## src/rtl/rx_valid_window_gen.sv

```systemverilog
// rx_valid_window_gen
//
// Valid-strobe generator between the Viterbi decoder output and the descrambler
// input. A start pulse latches the modulation (rate[3:2]) and the frame length,
// then the block waits out the modulation's pipeline latency and emits a
// periodic ON/OFF valid window marking payload bits.
//
// Ports:
//   Clk            clock, all logic on the rising edge
//   reset          synchronous, active-low reset
//   start_i        one-cycle frame start; also restarts an active frame
//   rate_i         802.11a RATE field, only rate_i[3:2] is used (sampled on start)
//   frame_bits_i   number of valid bits to emit, 0 = unlimited (sampled on start)
//   hold_i         stall: freezes all counters and suppresses valid
//   valid_out_o    registered descrambler-input valid
//   busy_o         high while a frame is in progress (latency or window phase)
//   done_o         one-cycle pulse on the last valid bit of a bounded frame
//   bit_count_o    number of valid_out_o highs in the current frame

module rx_valid_window_gen #(
  parameter int unsigned LAT_BPSK  = 231,
  parameter int unsigned LAT_QPSK  = 279,
  parameter int unsigned LAT_16QAM = 375,
  parameter int unsigned LAT_64QAM = 471,
  parameter int unsigned LAT_W     = 10,
  parameter int unsigned ON_LEN    = 24,
  parameter int unsigned PERIOD    = 48,
  parameter int unsigned BC_W      = 16
) (
  input  logic            Clk,
  input  logic            reset,
  input  logic            start_i,
  input  logic [3:0]      rate_i,
  input  logic [BC_W-1:0] frame_bits_i,
  input  logic            hold_i,
  output logic            valid_out_o,
  output logic            busy_o,
  output logic            done_o,
  output logic [BC_W-1:0] bit_count_o
);

  localparam int unsigned PhaseW = (PERIOD > 1) ? $clog2(PERIOD) : 1;

  // ON_LEN may equal PERIOD, so the ON threshold needs one extra bit.
  localparam logic [PhaseW:0]   OnLen    = (PhaseW + 1)'(ON_LEN);
  localparam logic [PhaseW-1:0] PhaseMax = PhaseW'(PERIOD - 1);

  localparam logic [LAT_W-1:0] LatBpsk  = LAT_W'(LAT_BPSK);
  localparam logic [LAT_W-1:0] LatQpsk  = LAT_W'(LAT_QPSK);
  localparam logic [LAT_W-1:0] Lat16Qam = LAT_W'(LAT_16QAM);
  localparam logic [LAT_W-1:0] Lat64Qam = LAT_W'(LAT_64QAM);

  typedef enum logic [1:0] {
    StIdle,
    StLatency,
    StWindow
  } state_e;

  state_e            state_q;
  logic [1:0]        mod_q;
  logic [BC_W-1:0]   frame_bits_q;
  logic [LAT_W-1:0]  lat_cnt_q;
  logic [PhaseW-1:0] phase_q;
  logic              valid_q;
  logic              done_q;
  logic [BC_W-1:0]   bit_count_q;

  logic [LAT_W-1:0]  lat_sel;
  logic              on_phase;
  logic [BC_W-1:0]   bc_plus1;
  logic [BC_W-1:0]   bc_inc;
  logic              last_bit;
  logic              unused_rate;

  // Only the modulation bits of RATE select a latency.
  assign unused_rate = ^rate_i[1:0];

  always_comb begin
    lat_sel = Lat64Qam;
    case (mod_q)
      2'b11:   lat_sel = LatBpsk;
      2'b01:   lat_sel = LatQpsk;
      2'b10:   lat_sel = Lat16Qam;
      default: lat_sel = Lat64Qam;
    endcase
  end

  always_comb begin
    on_phase = {1'b0, phase_q} < OnLen;
    bc_plus1 = bit_count_q + 1'b1;
    // Saturate so an unlimited frame never wraps back to zero.
    bc_inc   = (bit_count_q == '1) ? bit_count_q : bc_plus1;
    last_bit = (frame_bits_q != '0) && (bc_plus1 == frame_bits_q);
  end

  always_ff @(posedge Clk) begin
    if (!reset) begin
      state_q      <= StIdle;
      mod_q        <= '0;
      frame_bits_q <= '0;
      lat_cnt_q    <= '0;
      phase_q      <= '0;
      valid_q      <= 1'b0;
      done_q       <= 1'b0;
      bit_count_q  <= '0;
    end else begin
      done_q <= 1'b0;
      if (start_i) begin
        // Start wins over hold and aborts any frame in progress.
        mod_q        <= rate_i[3:2];
        frame_bits_q <= frame_bits_i;
        lat_cnt_q    <= '0;
        phase_q      <= '0;
        bit_count_q  <= '0;
        valid_q      <= 1'b0;
        state_q      <= StLatency;
      end else begin
        unique case (state_q)
          StIdle: begin
            valid_q <= 1'b0;
          end
          StLatency: begin
            valid_q <= 1'b0;
            if (!hold_i) begin
              if (lat_cnt_q < lat_sel) begin
                lat_cnt_q <= lat_cnt_q + 1'b1;
              end else begin
                phase_q <= '0;
                state_q <= StWindow;
              end
            end
          end
          StWindow: begin
            if (hold_i) begin
              valid_q <= 1'b0;
            end else begin
              valid_q <= on_phase;
              phase_q <= (phase_q == PhaseMax) ? '0 : phase_q + 1'b1;
              if (on_phase) begin
                bit_count_q <= bc_inc;
                if (last_bit) begin
                  done_q  <= 1'b1;
                  state_q <= StIdle;
                end
              end
            end
          end
          default: begin
            valid_q <= 1'b0;
            state_q <= StIdle;
          end
        endcase
      end
    end
  end

  assign valid_out_o = valid_q;
  assign done_o      = done_q;
  assign bit_count_o = bit_count_q;
  assign busy_o      = (state_q != StIdle);

endmodule

```

## config.mk

```make
export PLATFORM = sky130hd
export DESIGN_NAME = rx_valid_window_gen
export DESIGN_NICKNAME = d
export VERILOG_FILES = /design/src/rtl/rx_valid_window_gen.sv
export SDC_FILE = /design/constraint.sdc
export NUM_CORES = 1
export LEC_CHECK = 0
export ABC_CLOCK_PERIOD_IN_PS = 6000
export CAP_MARGIN = 20
export CELL_PAD_IN_SITES_DETAIL_PLACEMENT = 1
export CELL_PAD_IN_SITES_GLOBAL_PLACEMENT = 1
export CORE_MARGIN = 2
export CORE_UTILIZATION = 46
export CTS_BUF_LIST = sky130_fd_sc_hd__clkbuf_4
export CTS_CLUSTER_SIZE = 25
export DETAILED_ROUTE_END_ITERATION = 12
export PLACE_DENSITY = 0.95
export SLEW_MARGIN = 20
export SYNTH_ARGS = -nofsm -noshare
export SYNTH_HDL_FRONTEND = slang
export SYNTH_SLANG_ARGS = --single-unit
```

## constraint.sdc

```tcl
create_clock -name Clk -period 6 [get_ports Clk]
set_input_delay 0.9 -clock Clk [delete_from_list [all_inputs] [get_ports Clk]]
set_output_delay 0.9 -clock Clk [all_outputs]
set_load 0.01 [all_outputs]
```

==> metrics.md <==
| Metric | Value |
|---|---|
| Clock root cell | clkbuf_4 |
| Clock power share | 0.275 |
| Power share of the combinational group | 0.109 |
| Worst path slowest cell | clkdlybuf4s50_1 |
| Critical path capture point type | flip-flop |
| DP Area | 3470 um^2 |
| Yosys top cell by area | dfxtp_1 |
| Die H | 85.2 um |
| DR iter-0 viols | 54 |
| Via count | 2659 |
| Antenna-violating nets left | 0 |
| Synth top area share | 0.357 |
| Slew HR | 0.521 |
| Crit path max-delay family | compound AO/OA/AOI/OAI gates |
| Final worst path period share | 0.520 |
| Critical path type | in -> reg |
| Ys async rst share | 0 |
| CP Cell Sequence | clkdlybuf4s50_1, a211oi_1, nand2_1, a41oi_1, buf_4, nand3_1, xor2_1, nor2_1 |
| Die W | about 85 um |
| Yosys reg bits | 54 |
| Sequential area share after synthesis | 0.357 |
| Net Sw Frac | 0.266 |
| Distinct cells, synth | 50 |
| Post-CTS resize count | 0 |
| Cells after synthesis | 348 |
| Critical Path Source Type | primary input |
| Fin Setup TNS | 0 ps |
| Most used DFF post-synth | dfxtp_1 |
| P per Cell Area | 173 nW/um^2 |
| Gr usage total | 0.223 |
| Power Internal | between 0.4 and 0.5 mW |
| CTS tree | done |
| I/O Buffers | 40 |
| Fillcell total | 765 |
| Crit path max fanout | 9 |
| Clk sinks | between 50 and 60 |
| RSZ-0062 raised after global routing | false |
| Arr. time, crit path | about 3400 ps |
| Buf/Inv on CP | 2 |
| Die Footprint | about 7300 um^2 |
| Vias in the first global route | roughly 2700 |
| DRT Wirelength | between 7000 and 8000 um |
| Pwr Total | 0.612 mW |
| Area growth from synthesis to layout | 16.6% |
| Worst stage delay on the critical path | 600 ps |
| Total CTS buffers | 5 |
| Synthesis warning total | 0 |
| Final setup violating endpoints | 0 |
| Design area | 3530 um^2 |
| Post-CTS Setup Bufs | 0 |
| Min Tclk post-route | 3120 ps |
| 1st-pass router iterations | 4 |
| Fmax | 0.320 GHz |
| Starting Density | 0.477 |
| Congestion Overflow GR | 0 |
| Core footprint | 6350 um^2 |
| # hold bufs at CTS | 0 |
| Clock latency on the worst-skew pair | around 400 ps |
| Clock buffer depth | 2 |
| Nets | around 420 |
| Std-Cell Rows | 29 |
| Dpl hpwl | 6000 um |
| Antenna diode count | 0 |
| Critical Path RT | 6300 ps |
| Reg2reg setup slack | 3020 ps |
| Initial antenna violation count | 0 |
| Clk slew on worst S/H paths | 160 ps |
| Net Count, Synth | 385 |
| Max-slew violations | 0 |
| Net Sw Power | ~0.16 mW |
| Hold/Removal Path Class | reg -> reg |
| Final hold viol count | 0 |
| Gpl congestion | between 0.8 and 0.9 |
| Io pins | 43 |
| Routed len/inst | between 15 and 20 um |
| Flop pwr share | 0.616 |
| Worst Tran Pin Value | 709 ps |
| Outcome | complete, no violations |
| Largest net degree at the start of global routing | 34 |
| Peak supply drop | between 0.0001 and 0.00015 V |
| Leakage | 1.28 nW |
| Cell Area, Synth | slightly above 3000 um^2 |
| Count leader, synth | dfxtp_1 |
| First-pass GRT wire length | 13100 um |
| Drt drc | 0 |
| # H-tree levels | 2 |
| Top post-synthesis cells by area | dfxtp_1, mux2i_1, xor2_1 |
| Post-synth EDFFs | 0 |
| Max-cap violation count | 0 |
| Syn_area_per_cell | 8.71 um^2 |
| Share of cells above drive strength 1 | 0.0444 |
| Clock Skew | 17.7 ps |
| Top post-synthesis cells by count | dfxtp_1, nor2_1, nand3_1 |
| Via/cell ratio | 5.78 |
[per-stage QoR]
stage | worst slack [ps] | hold slack, ps | util | std cells
2_1_floorplan | 3450 | 449 | - | 348
3_3_place_gp | 2540 | 462 | 0.547 | 452
3_5_place_dp | 2500 | 481 | 0.547 | 452
4_1_cts | 2910 | 500 | 0.556 | 460
5_1_grt | 2730 | 535 | 0.556 | 460
6_report | 2880 | 497 | 0.556 | 460
[cells by family after synthesis]
kind of cell | count (synthesis) | synth area share
adder cells (fa/ha/maj) | 13 | 0.0537
AND/OR/NAND/NOR | 149 | 0.254
XOR/XNOR | 38 | 0.110
flip-flops | 54 | 0.357
multiplexers | 21 | 0.0694
buffers and inverters | 21 | 0.0310
AO/OA/AOI/OAI | 52 | 0.126
[worst paths after layout]
kind | end | start | depth (start not counted)
setup / recovery | bit_count_o[4]$_SDFFE_PP0P_ | hold_i | 8
hold / removal | phase_q[1]$_SDFFE_PP0P_ | phase_q[1]$_SDFFE_PP0P_ | 2
setup reg to reg | lat_cnt_q[6]$_SDFFE_PP0P_ | mod_q[0]$_SDFFE_PN0P_ | 10
hold reg to reg | phase_q[1]$_SDFFE_PP0P_ | phase_q[1]$_SDFFE_PP0P_ | 2
[final cells by class]
type	instances	area [um^2]	share of cell area
clock buffer	5	37.5	0.0106
tap	77	96.3	0.0273
sequential	54	1080	0.306
clock inverter	3	20.0	0.00567
multi-input combinational	273	1860	0.525
timing repair buffer	43	423	0.120
inverter	5	18.8	0.00531
[power groups by stage]
stage | combinational [mW] | clock (mW) | sequential [mW]
3_5_place_dp | 0.0671 | 0 | 0.385
5_1_grt | 0.0735 | 0.190 | 0.379
2_1_floorplan | 0.0418 | 0 | 0.381
6_report | 0.0664 | 0.168 | 0.377
3_3_place_gp | 0.0627 | 0 | 0.384
4_1_cts | 0.0674 | 0.177 | 0.377
[per-layer routing]
metal  GRT usage  routed length, um  vias to the layer above
met1       0.261               3300                     1299
met4      0.0664                162                        0
met5           0                  0                        -
met2       0.415               4140                       40
li1            -                  -                     1305
met3      0.0340                210                       15
[worst min-delay path, cell delays in order (launching register included)]
cell and delay [ps]:
dfxtp_1 350, nand2_1 50, o21ai_0 60
[registers in the layout, indices dropped and copies added, names as in the netlist]
| signal | count |
|---|---|
| frame_bits_q | 16 |
| mod_q | 2 |
| valid_out_o | 1 |
| lat_cnt_q | 10 |
| state_q | 2 |
| phase_q | 6 |
| bit_count_o | 16 |
| done_o | 1 |
[layout by cell type (no fill, tap or decap), types with 4 or more instances in the layout]
cell / synthesis / routed
a21oi_1: 11 / 11
a31oi_1: 4 / 4
clkbuf_4: 0 / 5
clkdlybuf4s50_1: 0 / 40
dfxtp_1: 54 / 54
ha_1: 13 / 13
inv_1: 5 / 5
mux2i_1: 21 / 21
nand2_1: 21 / 21
nand3_1: 22 / 22
nand4_1: 7 / 7
nor2_1: 42 / 42
nor2b_1: 20 / 20
nor4_1: 7 / 7
o21ai_0: 9 / 9
or3_1: 6 / 6
xnor2_1: 17 / 17
xor2_1: 21 / 21
(Power assumes the default switching activity.)
